==> src/rtl/eth_tx_scheduler.sv <==
// eth_tx_scheduler: two-requester arbiter feeding an Ethernet framer.
// Reads frame bytes from the granted requester's buffer and paces them
// to the framer on its byte_sent handshake.
//
// Ports:
//   tx_clock_i, tx_reset_i  clock, synchronous active-high reset
//   req_i[1:0]              per-requester frame-ready level
//   len0_i, len1_i          frame length in bytes (no FCS)
//   grant_o[1:0]            one-hot current owner
//   done_o[1:0], err_o      completion / rejection pulses
//   buf_sel_o, buf_addr_o,
//   buf_rd_o, buf_data_i    buffer read port (data 1 cycle after rd)
//   fr_tx_enable_o,
//   fr_tx_data_o            framer data inputs
//   fr_tx_byte_sent_i,
//   fr_tx_busy_i            framer status
//
// Build option: define TX_SCHED_STRICT_PRIO_EN for fixed priority
// (requester 0 wins ties); default is round-robin.

module eth_tx_scheduler (
    input  logic        tx_clock_i,
    input  logic        tx_reset_i,
    input  logic [1:0]  req_i,
    input  logic [10:0] len0_i,
    input  logic [10:0] len1_i,
    output logic [1:0]  grant_o,
    output logic [1:0]  done_o,
    output logic        err_o,
    output logic        buf_sel_o,
    output logic [10:0] buf_addr_o,
    output logic        buf_rd_o,
    input  logic [7:0]  buf_data_i,
    output logic        fr_tx_enable_o,
    output logic [7:0]  fr_tx_data_o,
    input  logic        fr_tx_byte_sent_i,
    input  logic        fr_tx_busy_i
);

    typedef enum logic [2:0] {
        IDLE,
        CHECK,
        PREFETCH,
        LOAD,
        START,
        STREAM,
        DRAIN
    } state_t;

    localparam logic [10:0] MAX_LEN = 11'd1514;

    state_t      state_q, state_d;
    logic [1:0]  grant_q, grant_d;
    logic        win_q, win_d;
    logic [10:0] len_q, len_d;
    logic [10:0] cnt_q, cnt_d;
    logic        rr_q, rr_d;
    logic [1:0]  done_q, done_d;
    logic        err_q, err_d;
    logic        rd_q, rd_d;
    logic [10:0] addr_q, addr_d;
    logic        sel_q, sel_d;
    logic        en_q, en_d;
    logic [7:0]  data_q, data_d;
    logic        ld_q, ld_d;

    logic        pick;
    logic        len_bad;
    logic        last_byte;

`ifdef TX_SCHED_STRICT_PRIO_EN
    assign pick = ~req_i[0];
`else
    // rr_q names the requester preferred on a tie
    assign pick = (req_i == 2'b11) ? rr_q : req_i[1];
`endif

    assign len_bad   = (len_q == 11'd0) || (len_q > MAX_LEN);
    assign last_byte = (cnt_q == len_q - 11'd1);

    always_ff @(posedge tx_clock_i) begin
        if (tx_reset_i) begin
            state_q <= IDLE;
            grant_q <= '0;
            win_q   <= 1'b0;
            len_q   <= '0;
            cnt_q   <= '0;
            rr_q    <= 1'b0;
            done_q  <= '0;
            err_q   <= 1'b0;
            rd_q    <= 1'b0;
            addr_q  <= '0;
            sel_q   <= 1'b0;
            en_q    <= 1'b0;
            data_q  <= '0;
            ld_q    <= 1'b0;
        end else begin
            state_q <= state_d;
            grant_q <= grant_d;
            win_q   <= win_d;
            len_q   <= len_d;
            cnt_q   <= cnt_d;
            rr_q    <= rr_d;
            done_q  <= done_d;
            err_q   <= err_d;
            rd_q    <= rd_d;
            addr_q  <= addr_d;
            sel_q   <= sel_d;
            en_q    <= en_d;
            data_q  <= data_d;
            ld_q    <= ld_d;
        end
    end

    always_comb begin
        state_d = state_q;
        unique case (state_q)
            IDLE:     if (|req_i) state_d = CHECK;
            CHECK:    state_d = len_bad ? IDLE : PREFETCH;
            PREFETCH: state_d = LOAD;
            LOAD:     state_d = START;
            START:    if (fr_tx_busy_i) state_d = STREAM;
            STREAM: begin
                if (fr_tx_byte_sent_i && last_byte)
                    state_d = DRAIN;
            end
            DRAIN:    if (!fr_tx_busy_i) state_d = IDLE;
            default:  state_d = IDLE;
        endcase
    end

    // Outputs are registered: each state computes the values that
    // become visible in the following cycle.
    always_comb begin
        grant_d = grant_q;
        win_d   = win_q;
        len_d   = len_q;
        cnt_d   = cnt_q;
        rr_d    = rr_q;
        addr_d  = addr_q;
        sel_d   = sel_q;
        en_d    = en_q;
        data_d  = data_q;
        done_d  = '0;
        err_d   = 1'b0;
        rd_d    = 1'b0;
        ld_d    = 1'b0;
        unique case (state_q)
            IDLE: begin
                if (|req_i) begin
                    win_d   = pick;
                    grant_d = pick ? 2'b10 : 2'b01;
                    len_d   = pick ? len1_i : len0_i;
                end
            end
            CHECK: begin
                if (len_bad) begin
                    done_d  = grant_q;
                    err_d   = 1'b1;
                    grant_d = '0;
                    rr_d    = ~win_q;
                end else begin
                    // read strobe lands in PREFETCH, data in LOAD
                    cnt_d  = '0;
                    rd_d   = 1'b1;
                    addr_d = '0;
                    sel_d  = win_q;
                end
            end
            LOAD: begin
                data_d = buf_data_i;
                en_d   = 1'b1;
            end
            STREAM: begin
                // ld_q marks the cycle buf_data_i answers rd_q
                ld_d = rd_q;
                if (ld_q)
                    data_d = buf_data_i;
                if (fr_tx_byte_sent_i) begin
                    if (last_byte) begin
                        en_d = 1'b0;
                    end else begin
                        cnt_d  = cnt_q + 11'd1;
                        rd_d   = 1'b1;
                        addr_d = cnt_q + 11'd1;
                    end
                end
            end
            DRAIN: begin
                if (!fr_tx_busy_i) begin
                    done_d  = grant_q;
                    grant_d = '0;
                    rr_d    = ~win_q;
                end
            end
            default: ;
        endcase
    end

    assign grant_o        = grant_q;
    assign done_o         = done_q;
    assign err_o          = err_q;
    assign buf_sel_o      = sel_q;
    assign buf_addr_o     = addr_q;
    assign buf_rd_o       = rd_q;
    assign fr_tx_enable_o = en_q;
    assign fr_tx_data_o   = data_q;

endmodule

==> config.mk <==
export PLATFORM = sky130hd
export DESIGN_NAME = eth_tx_scheduler
export DESIGN_NICKNAME = d
export VERILOG_FILES = /design/src/rtl/eth_tx_scheduler.sv
export SDC_FILE = /design/constraint.sdc
export NUM_CORES = 1
export LEC_CHECK = 0
export ABC_AREA = 1
export CORE_MARGIN = 5
export CORE_UTILIZATION = 60
export DETAILED_ROUTE_END_ITERATION = 8
export DONT_BUFFER_PORTS = 1
export GPL_ROUTABILITY_DRIVEN = 0
export PLACE_DENSITY = 0.74
export SYNTH_ARGS = -nofsm -noshare
export SYNTH_HDL_FRONTEND = slang
export SYNTH_SLANG_ARGS = --single-unit
==> constraint.sdc <==
create_clock -name tx_clock_i -period 2.2 [get_ports tx_clock_i]
set_clock_uncertainty 0.1 [all_clocks]
set_input_delay 0.11 -clock tx_clock_i [delete_from_list [all_inputs] [get_ports tx_clock_i]]
set_output_delay 0.11 -clock tx_clock_i [all_outputs]
set_load 0.05 [all_outputs]
==> results of run 1 <==
==> power by group through the flow <==
stage	sequential [mW]	clock, mW	combinational [mW]
after detailed placement	1.39	0	1.61
after floorplan	1.38	0	1.33
after CTS	1.37	0.726	1.75
after global routing	1.41	0.758	2.18
final	1.39	0.718	1.94
after global placement	1.39	0	1.58
==> registers in the layout, indices dropped and copies added, names as in the netlist <==
register	cells
buf_addr_o	11
fr_tx_enable_o	1
fr_tx_data_o	8
buf_rd_o	1
rr_q	1
len_q	11
win_q	1
grant_o	2
buf_sel_o	1
ld_q	1
state_q	3
err_o	1
done_o	2
==> worst max-delay path, stage by stage (launching register included) <==
cell and delay [ps]:
dfxtp_1 340, nor2_1 120, inv_1 70, nor2_2 150
o21ai_1 120, buf_4 220, a221oi_1 330, dlygate4sd3_1 600
==> cells by family after synthesis <==
| logic type | after synthesis |
|---|---|
| fa+ha+maj | 4 |
| buf+inv | 74 |
| flops | 44 |
| compound gates | 73 |
| xor+xnor | 12 |
| simple gates | 193 |
==> per-stage QoR <==
stage	power (mW)	hold slack [ps]	TNS [ps]	setup slack, ps
4_1_cts	3.85	-236	0	3.52
3_5_place_dp	3.00	84.1	0	31.5
2_1_floorplan	2.72	176	0	110
5_1_grt	4.35	-247	-346	-88.5
6_report	4.04	-235	0	94.0
3_3_place_gp	2.97	84.2	0	55.9
==> synthesized netlist by cell type (all sizes together) <==
library cell / number / area, µm²
a221oi: 9 / 78.8
o21bai: 1 / 7.51
nand3b: 2 / 15.0
nand3: 28 / 145
nand4: 6 / 37.5
a211oi: 2 / 15.0
ha: 4 / 50.1
xor2: 8 / 70.1
or2: 2 / 12.5
nor3: 11 / 55.1
nand2: 98 / 390
inv: 55 / 206
o21ai: 17 / 88.8
xnor2: 4 / 35.0
and3: 1 / 6.26
a22oi: 1 / 7.51
a21oi: 42 / 210
dfxtp: 44 / 881
o211ai: 1 / 7.51
clkbuf: 12 / 46.3
nor2: 45 / 184
buf: 7 / 50.1
==> worst paths after layout <==
path | slack, ps | endpoint | from
max | 90 | len_q[8] | state_q[0]
min | -240 | state_q[1] | tx_reset_i
max reg2reg | 90 | len_q[8] | state_q[0]
min reg2reg | 360 | rr_q | rr_q
==> metal layers <==
metal | vias up | wire length [µm] | track usage
li1 | 1352 | - | -
met3 | 13 | 406 | 0.0607
met2 | 69 | 3570 | 0.411
met4 | 0 | 146 | 0.105
met1 | 1244 | 2700 | 0.279
met5 | - | 0 | 0
==> final cells by class <==
class                   count  area, µm²  area share
multi-input cells         283       1500       0.477
repair buffers             40        355       0.113
well taps                  52       65.1      0.0207
clock buffers               5       68.8      0.0219
clock inverters             2       60.1      0.0191
flip-flops and latches     44        886       0.282
inverters                  55        206      0.0658
==> timing repair <==
item                                    in CTS  in global routing
endpoints found under the hold margin       37                 15
resized for setup                            0                 22
endpoints found under the setup margin       0                 27
setup buffers                                0                  3
==> results.cfg, run 1 <==
[power]
p_comb_frac = 0.479
seqPwrFrac = 0.343
p_int_mw = 2.18
power.switching_mw = 1.87
irDropWorstVdd_v = 0.000971
pwr-share-clk = 0.178
p_leak_nw = 1.33
powerDensity_mw_per_mm2 = 1290
swShare = 0.461

[place]
dp_hpwl_um = 4680
place_inst = 448
portBuffers = 0
postPlaceCellArea_mm2 = 0.00268

[clock_tree]
cts_tree = yes
clock_path_buffers = 2
cts_made_buffers = 5
postCtsHoldBufs = 22
cts-root-buf = clkbuf_8
cts.htree.levels = 2
clk_latency_ps = 300
cts_sinks = 44
clkTransAtPathRegs_ps = 80

[worst_hold_path]
worstHoldPathType = in -> reg
whs_path_depth = 1

[final_layout]
finalNetCount = 469
mostFrequentLayoutCell = nand2_1
fin_util = 0.736
syn2layout_area_growth_pct = 20.7
stdcell_area_mm2 = 0.00314
drive_above_1_share = 0.133
fin_cells = 481
fillers = 368
mostFrequentLayoutCells = nand2_1 (91), inv_1 (52), dfxtp_1 (40), a21oi_1 (39), nor2_1 (37)
antennaDiodeCount = 0

[global_route]
grt_pass1_wl_um = 10700
grt_max_degree = 31
grt_usage = 0.239
antenna_found_initial = 0
overflow = 0
grt_pass1_vias = 2431

[routing]
wirelength_um = 6830
vias = 2678
wl_per_cell_um = 14.2
antenna_left = 0
drtIter0Drc = 226
drc = 0
firstDrtPassIters = 5
vias_per_cell = 5.57

[setup_path]
critPathArrivalTime_ps = 2250
cp-start-kind = flop
endpoint_kind = flop
r2r_cells = 7
crit_type = reg -> reg
cp_max_fo = 22
required_ps = 2340

[timing]
tightestPinTransition_ps = 529
fmax_ghz = 0.475
max-slew-margin-rel = 0.647
finalHoldViolations = 15
drv_slew = 0
min_period_ps = 2110
setup_viol = 0
fin_crit_sh = 0.957
fin_hold_ws_ps = -235

[logic_synthesis]
yosys_warnings = 0
synthMuxAreaShare = 0
yosys.area_share.adder = 0.0192
postSynthCellCount = 400
avgSynthCellArea_um2 = 6.50
synth_simple_gate_area_frac = 0.325
seq_area_frac_synth = 0.339
yosysUniqueCellTypes = 33
ys_ff_latch = 44
syn-num-nets = 440
synthesis.area_mm2 = 0.00260
synth_top_family_by_area = simple AND/OR/NAND/NOR gates
synth_compound_area_frac = 0.160
synth_xor_area_frac = 0.0404

[status]
violations = hold timing
status = complete, but fails checks

[floorplanning]
io-pin-count = 63
row_count = 24
fp.dieArea_mm2 = 0.00575
fp.dieH_um = 75.8
coreArea_mm2 = 0.00426
die_width_um = 75.8
start_util = 0.610

[job]
maxCapViolCount = 0
(Power assumes the default switching activity.)
==> run 2: changes to the inputs <==
--- a/config.mk
+++ b/config.mk
@@ -8,10 +8,12 @@
 export ABC_AREA = 1
 export CORE_MARGIN = 5
 export CORE_UTILIZATION = 60
+export CTS_BUF_LIST = sky130_fd_sc_hd__clkbuf_8
 export DETAILED_ROUTE_END_ITERATION = 8
 export DONT_BUFFER_PORTS = 1
 export GPL_ROUTABILITY_DRIVEN = 0
 export PLACE_DENSITY = 0.74
+export SKIP_CTS_REPAIR_TIMING = 1
 export SYNTH_ARGS = -nofsm -noshare
 export SYNTH_HDL_FRONTEND = slang
 export SYNTH_SLANG_ARGS = --single-unit
==> results.cfg, run 2 (synthesis results as in run 1) <==
[final_layout]
stdcell_area_mm2 = 0.00322
mostFrequentLayoutCells = nand2_1 (91), inv_1 (52), dfxtp_1 (43), a21oi_1 (40), nor2_1 (38)
drive_above_1_share = 0.119
fin_util = 0.756
fin_cells = 490
mostFrequentLayoutCell = nand2_1
finalNetCount = 478
multi_input_area_mm2 = 0.00149
fillers = 347
antennaDiodeCount = 0
syn2layout_area_growth_pct = 24.0
seqCellArea_um2 = 882

[clock_tree]
clk_latency_ps = 300
cts.htree.levels = 2
cts_made_buffers = 5
clock_path_buffers = 2
clkTransAtPathRegs_ps = 80
cts_tree = yes
cts-root-buf = clkbuf_8
cts_sinks = 44

[setup_path]
worstReg2RegStart = len_q[1]
crit_start = len_q[1]
endpoint_kind = flop
cp-endpoint = buf_rd_o
r2r_setup_slack_ps = 110
required_ps = 2290
critPathArrivalTime_ps = 2180
cp_max_fo = 14
rr_endpoint = buf_rd_o
crit_type = reg -> reg
r2r_cells = 16
cp-start-kind = flop

[timing]
drv_slew = 0
fmax_ghz = 0.479
tightestPinTransition_ps = 530
min_period_ps = 2090
fin_crit_sh = 0.948
setup_viol = 0
fin_tns_setup_ps = 0
max-slew-margin-rel = 0.646
finalHoldViolations = 0

[routing]
firstDrtPassIters = 5
vias = 2726
vias_per_cell = 5.56
antenna_left = 0
wl_per_cell_um = 14.6
drtIter0Drc = 281
drc = 0
wirelength_um = 7130

[floorplanning]
row_count = 24
io-pin-count = 63
coreArea_mm2 = 0.00426
fp.dieH_um = 75.8
start_util = 0.610
fp.dieArea_mm2 = 0.00575
die_width_um = 75.8

[power]
finalPower_mw = 3.96
irDropWorstVdd_v = 0.00103
powerDensity_mw_per_mm2 = 1230
p_leak_nw = 1.35

[global_route]
overflow = 0
grt_max_degree = 31
grt_pass1_wl_um = 9920
antenna_found_initial = 0
grt_usage = 0.221
grt_pass1_vias = 2309

[worst_hold_path]
worstHoldPathType = in -> reg

[place]
place_inst = 448
portBuffers = 0
postPlaceCellArea_mm2 = 0.00268
dp_hpwl_um = 4680

[status]
status = finished, final reports clean

[job]
maxCapViolCount = 0
## run 2: cell types whose count changed in the layout (fill, tap and decap cells not counted), sizes merged
cell,change
dlygate4sd3,+8
buf,+1
## run 2: final cells by class
cell class | instances | area share
clock buffer | 5 | 0.0214
clock inverter | 2 | 0.0186
inverter | 55 | 0.0641
multi-input combinational | 283 | 0.461
sequential | 44 | 0.274
tap | 52 | 0.0202
timing repair buffer | 49 | 0.141
## run 2: power breakdown
group          switching, mW  leakage, nW  internal, mW
clock                  0.274       0.0642         0.447
combinational           1.18        0.925         0.667
sequential             0.400        0.359         0.984
## run 2: worst min path at each step
stage | start | to | depth (start not counted) | slack, ps
3_3_place_gp | tx_reset_i | state_q[1] | 1 | 80
2_1_floorplan | len1_i[0] | len_q[0] | 2 | 180
5_1_grt | len0_i[5] | len_q[5] | 2 | 4
4_1_cts | tx_reset_i | state_q[1] | 1 | -240
6_report | len0_i[9] | len_q[9] | 4 | 20
3_5_place_dp | tx_reset_i | len_q[7] | 1 | 80
## run 2: stage by stage
step	hold WS (ps)	setup slack, ps
floorplan	176	110
global placement	84.2	55.9
detailed placement	84.1	31.5
CTS	-236	3.52
global route	3.90	-53.4
finish	18.8	114
## run 2: metal layers
metal | track usage | wire length [µm] | vias to the layer above | share of wire
met5 | 0 | 0 | - | 0
li1 | - | - | 1370 | -
met1 | 0.267 | 2840 | 1248 | 0.40
met3 | 0.0554 | 491 | 16 | 0.069
met4 | 0.0971 | 148 | 0 | 0.021
met2 | 0.371 | 3650 | 92 | 0.51
## run 2: critical path: stages, from the launching register on
cell and delay [ps]:
dfxtp_2 360, inv_2 70, ha_4 260, inv_1 30, nand2_1 50, nand2_1 50, nor2_1 80, nand3_1 110
nor2_1 120, nand2_1 60, nor2_2 140, nand2_2 80, nand2_4 100, nand2_8 110, nand2_4 120, buf_4 110
nor2_1 30
==> run 3: changes to the inputs <==
--- a/config.mk
+++ b/config.mk
@@ -6,13 +6,12 @@
 export NUM_CORES = 1
 export LEC_CHECK = 0
 export ABC_AREA = 1
-export CORE_MARGIN = 5
-export CORE_UTILIZATION = 60
+export CORE_UTILIZATION = 40
 export CTS_BUF_LIST = sky130_fd_sc_hd__clkbuf_8
 export DETAILED_ROUTE_END_ITERATION = 8
 export DONT_BUFFER_PORTS = 1
 export GPL_ROUTABILITY_DRIVEN = 0
-export PLACE_DENSITY = 0.74
+export PLACE_DENSITY = 0.52
 export SKIP_CTS_REPAIR_TIMING = 1
 export SYNTH_ARGS = -nofsm -noshare
 export SYNTH_HDL_FRONTEND = slang
==> results.cfg, run 3 (synthesis results as in run 1) <==
[job]
maxCapViolCount = 0

[floorplanning]
fp.dieArea_mm2 = 0.00683
die_width_um = 82.6
row_count = 29
io-pin-count = 63
fp.dieH_um = 82.6
coreArea_mm2 = 0.00631
start_util = 0.412

[worst_hold_path]
worstHoldPathType = in -> reg

[timing]
setup_viol = 0
tightestPinTransition_ps = 525
rsz0062_at_grt = yes
finalHoldViolations = 27
drv_slew = 0
min_period_ps = 2100
fmax_ghz = 0.477
max-slew-margin-rel = 0.650
fin_crit_sh = 0.953
fin_hold_ws_ps = -230

[clock_tree]
clkTransAtPathRegs_ps = 80
cts_tree = yes
clk_latency_ps = 300
cts_made_buffers = 5
clock_path_buffers = 2
cts.htree.levels = 2
cts_sinks = 44
cts-root-buf = clkbuf_8

[final_layout]
seqCellArea_um2 = 885
drive_above_1_share = 0.145
syn2layout_area_growth_pct = 17.2
multi_input_area_mm2 = 0.00151
fillers = 693
finalNetCount = 460
fin_cells = 497
stdcell_area_mm2 = 0.00305
mostFrequentLayoutCell = nand2_1
mostFrequentLayoutCells = nand2_1 (88), inv_1 (51), dfxtp_1 (41), a21oi_1 (39), nor2_1 (38)
antennaDiodeCount = 0
fin_util = 0.483

[power]
irDropWorstVdd_v = 0.000605
p_leak_nw = 1.27
finalPower_mw = 3.73
powerDensity_mw_per_mm2 = 1220

[routing]
vias = 2549
wl_per_cell_um = 13.2
vias_per_cell = 5.13
drc = 0
antenna_left = 0
firstDrtPassIters = 4
drtIter0Drc = 120
wirelength_um = 6560

[global_route]
grt_usage = 0.193
grt_pass1_vias = 2297
grt_pass1_wl_um = 10000
antenna_found_initial = 0
overflow = 0
grt_max_degree = 31

[setup_path]
crit_top_cell = nand2_1
required_ps = 2330
endpoint_kind = flop
crit_chain = inv_4 -> ha_4 -> inv_2 -> nand2_2 -> nand2_1 -> nor2_1 -> nand3_1 -> nor2_1 -> nand2_1 -> nor2_2 -> nand2_2 -> nand2_4 -> nand2_8 -> nand2_8 -> nand2_1 -> a21oi_1
cp_max_fo = 7
max_stage_delay_ps = 370
critPathArrivalTime_ps = 2230
cp-start-kind = flop
crit_slowest_cell = dfxtp_2
crit_type = reg -> reg

[status]
violations = hold timing
status = complete, but fails checks

[place]
dp_hpwl_um = 4860
place_inst = 474
portBuffers = 0
postPlaceCellArea_mm2 = 0.00272
-- run 3: changes by cell type in the layout (fill, tap and decap cells not counted), moves of 2 or more --
cell	previous run	this run
nand2_2	4	6
dfxtp_1	43	41
nand2_4	2	4
bufinv_16	2	0
dlygate4sd3_1	30	10
dfxtp_2	1	3
nand2_1	91	88
-- run 3: cell type report --
class                   instances  area share
flip-flops and latches         44       0.290
well taps                      77      0.0316
clock buffers                   5      0.0226
clock inverters                 2     0.00411
multi-input cells             284       0.497
repair buffers                 30      0.0862
inverters                      55      0.0686
-- run 3: worst paths after layout --
path | slack [ps] | cells past startpoint | endpoint | start
hold reg to reg | 360 | 2 | rr_q | rr_q
hold / removal | -230 | 1 | grant_o[1] | tx_reset_i
setup / recovery | 100 | 16 | buf_addr_o[3] | len_q[1]
setup reg to reg | 100 | 16 | buf_addr_o[3] | len_q[1]
-- run 3: worst max-delay path, delay by kind of cell (launching register included) --
family	cells	cell delay, ps
buffers and inverters	2	80
adders and majority gates	1	260
AOI/OAI and AO/OA	1	120
and+or+nand+nor	12	1080
DFF	1	370
-- run 3: per-layer routing --
metal	vias up	global-route usage	part of all wire
li1	1336	-	-
met1	1159	0.235	0.47
met2	48	0.339	0.48
met3	6	0.0418	0.047
met4	0	0.0586	0.011
met5	-	0	0
-- run 3: power breakdown --
| part | total, mW | switching, mW | internal [mW] |
|---|---|---|---|
| clock network | 0.491 | 0.275 | 0.215 |
| logic | 1.85 | 1.18 | 0.673 |
| registers | 1.39 | 0.399 | 0.986 |
| total | 3.73 | 1.86 | 1.87 |
-- run 3: per-stage QoR --
step,TNS (ps),worst slack [ps]
detailed placement,-177,-32.2
finish,0,102
CTS,-410,-52.0
floorplan,0,110
global route,-238,-38.8
global placement,0,5.20
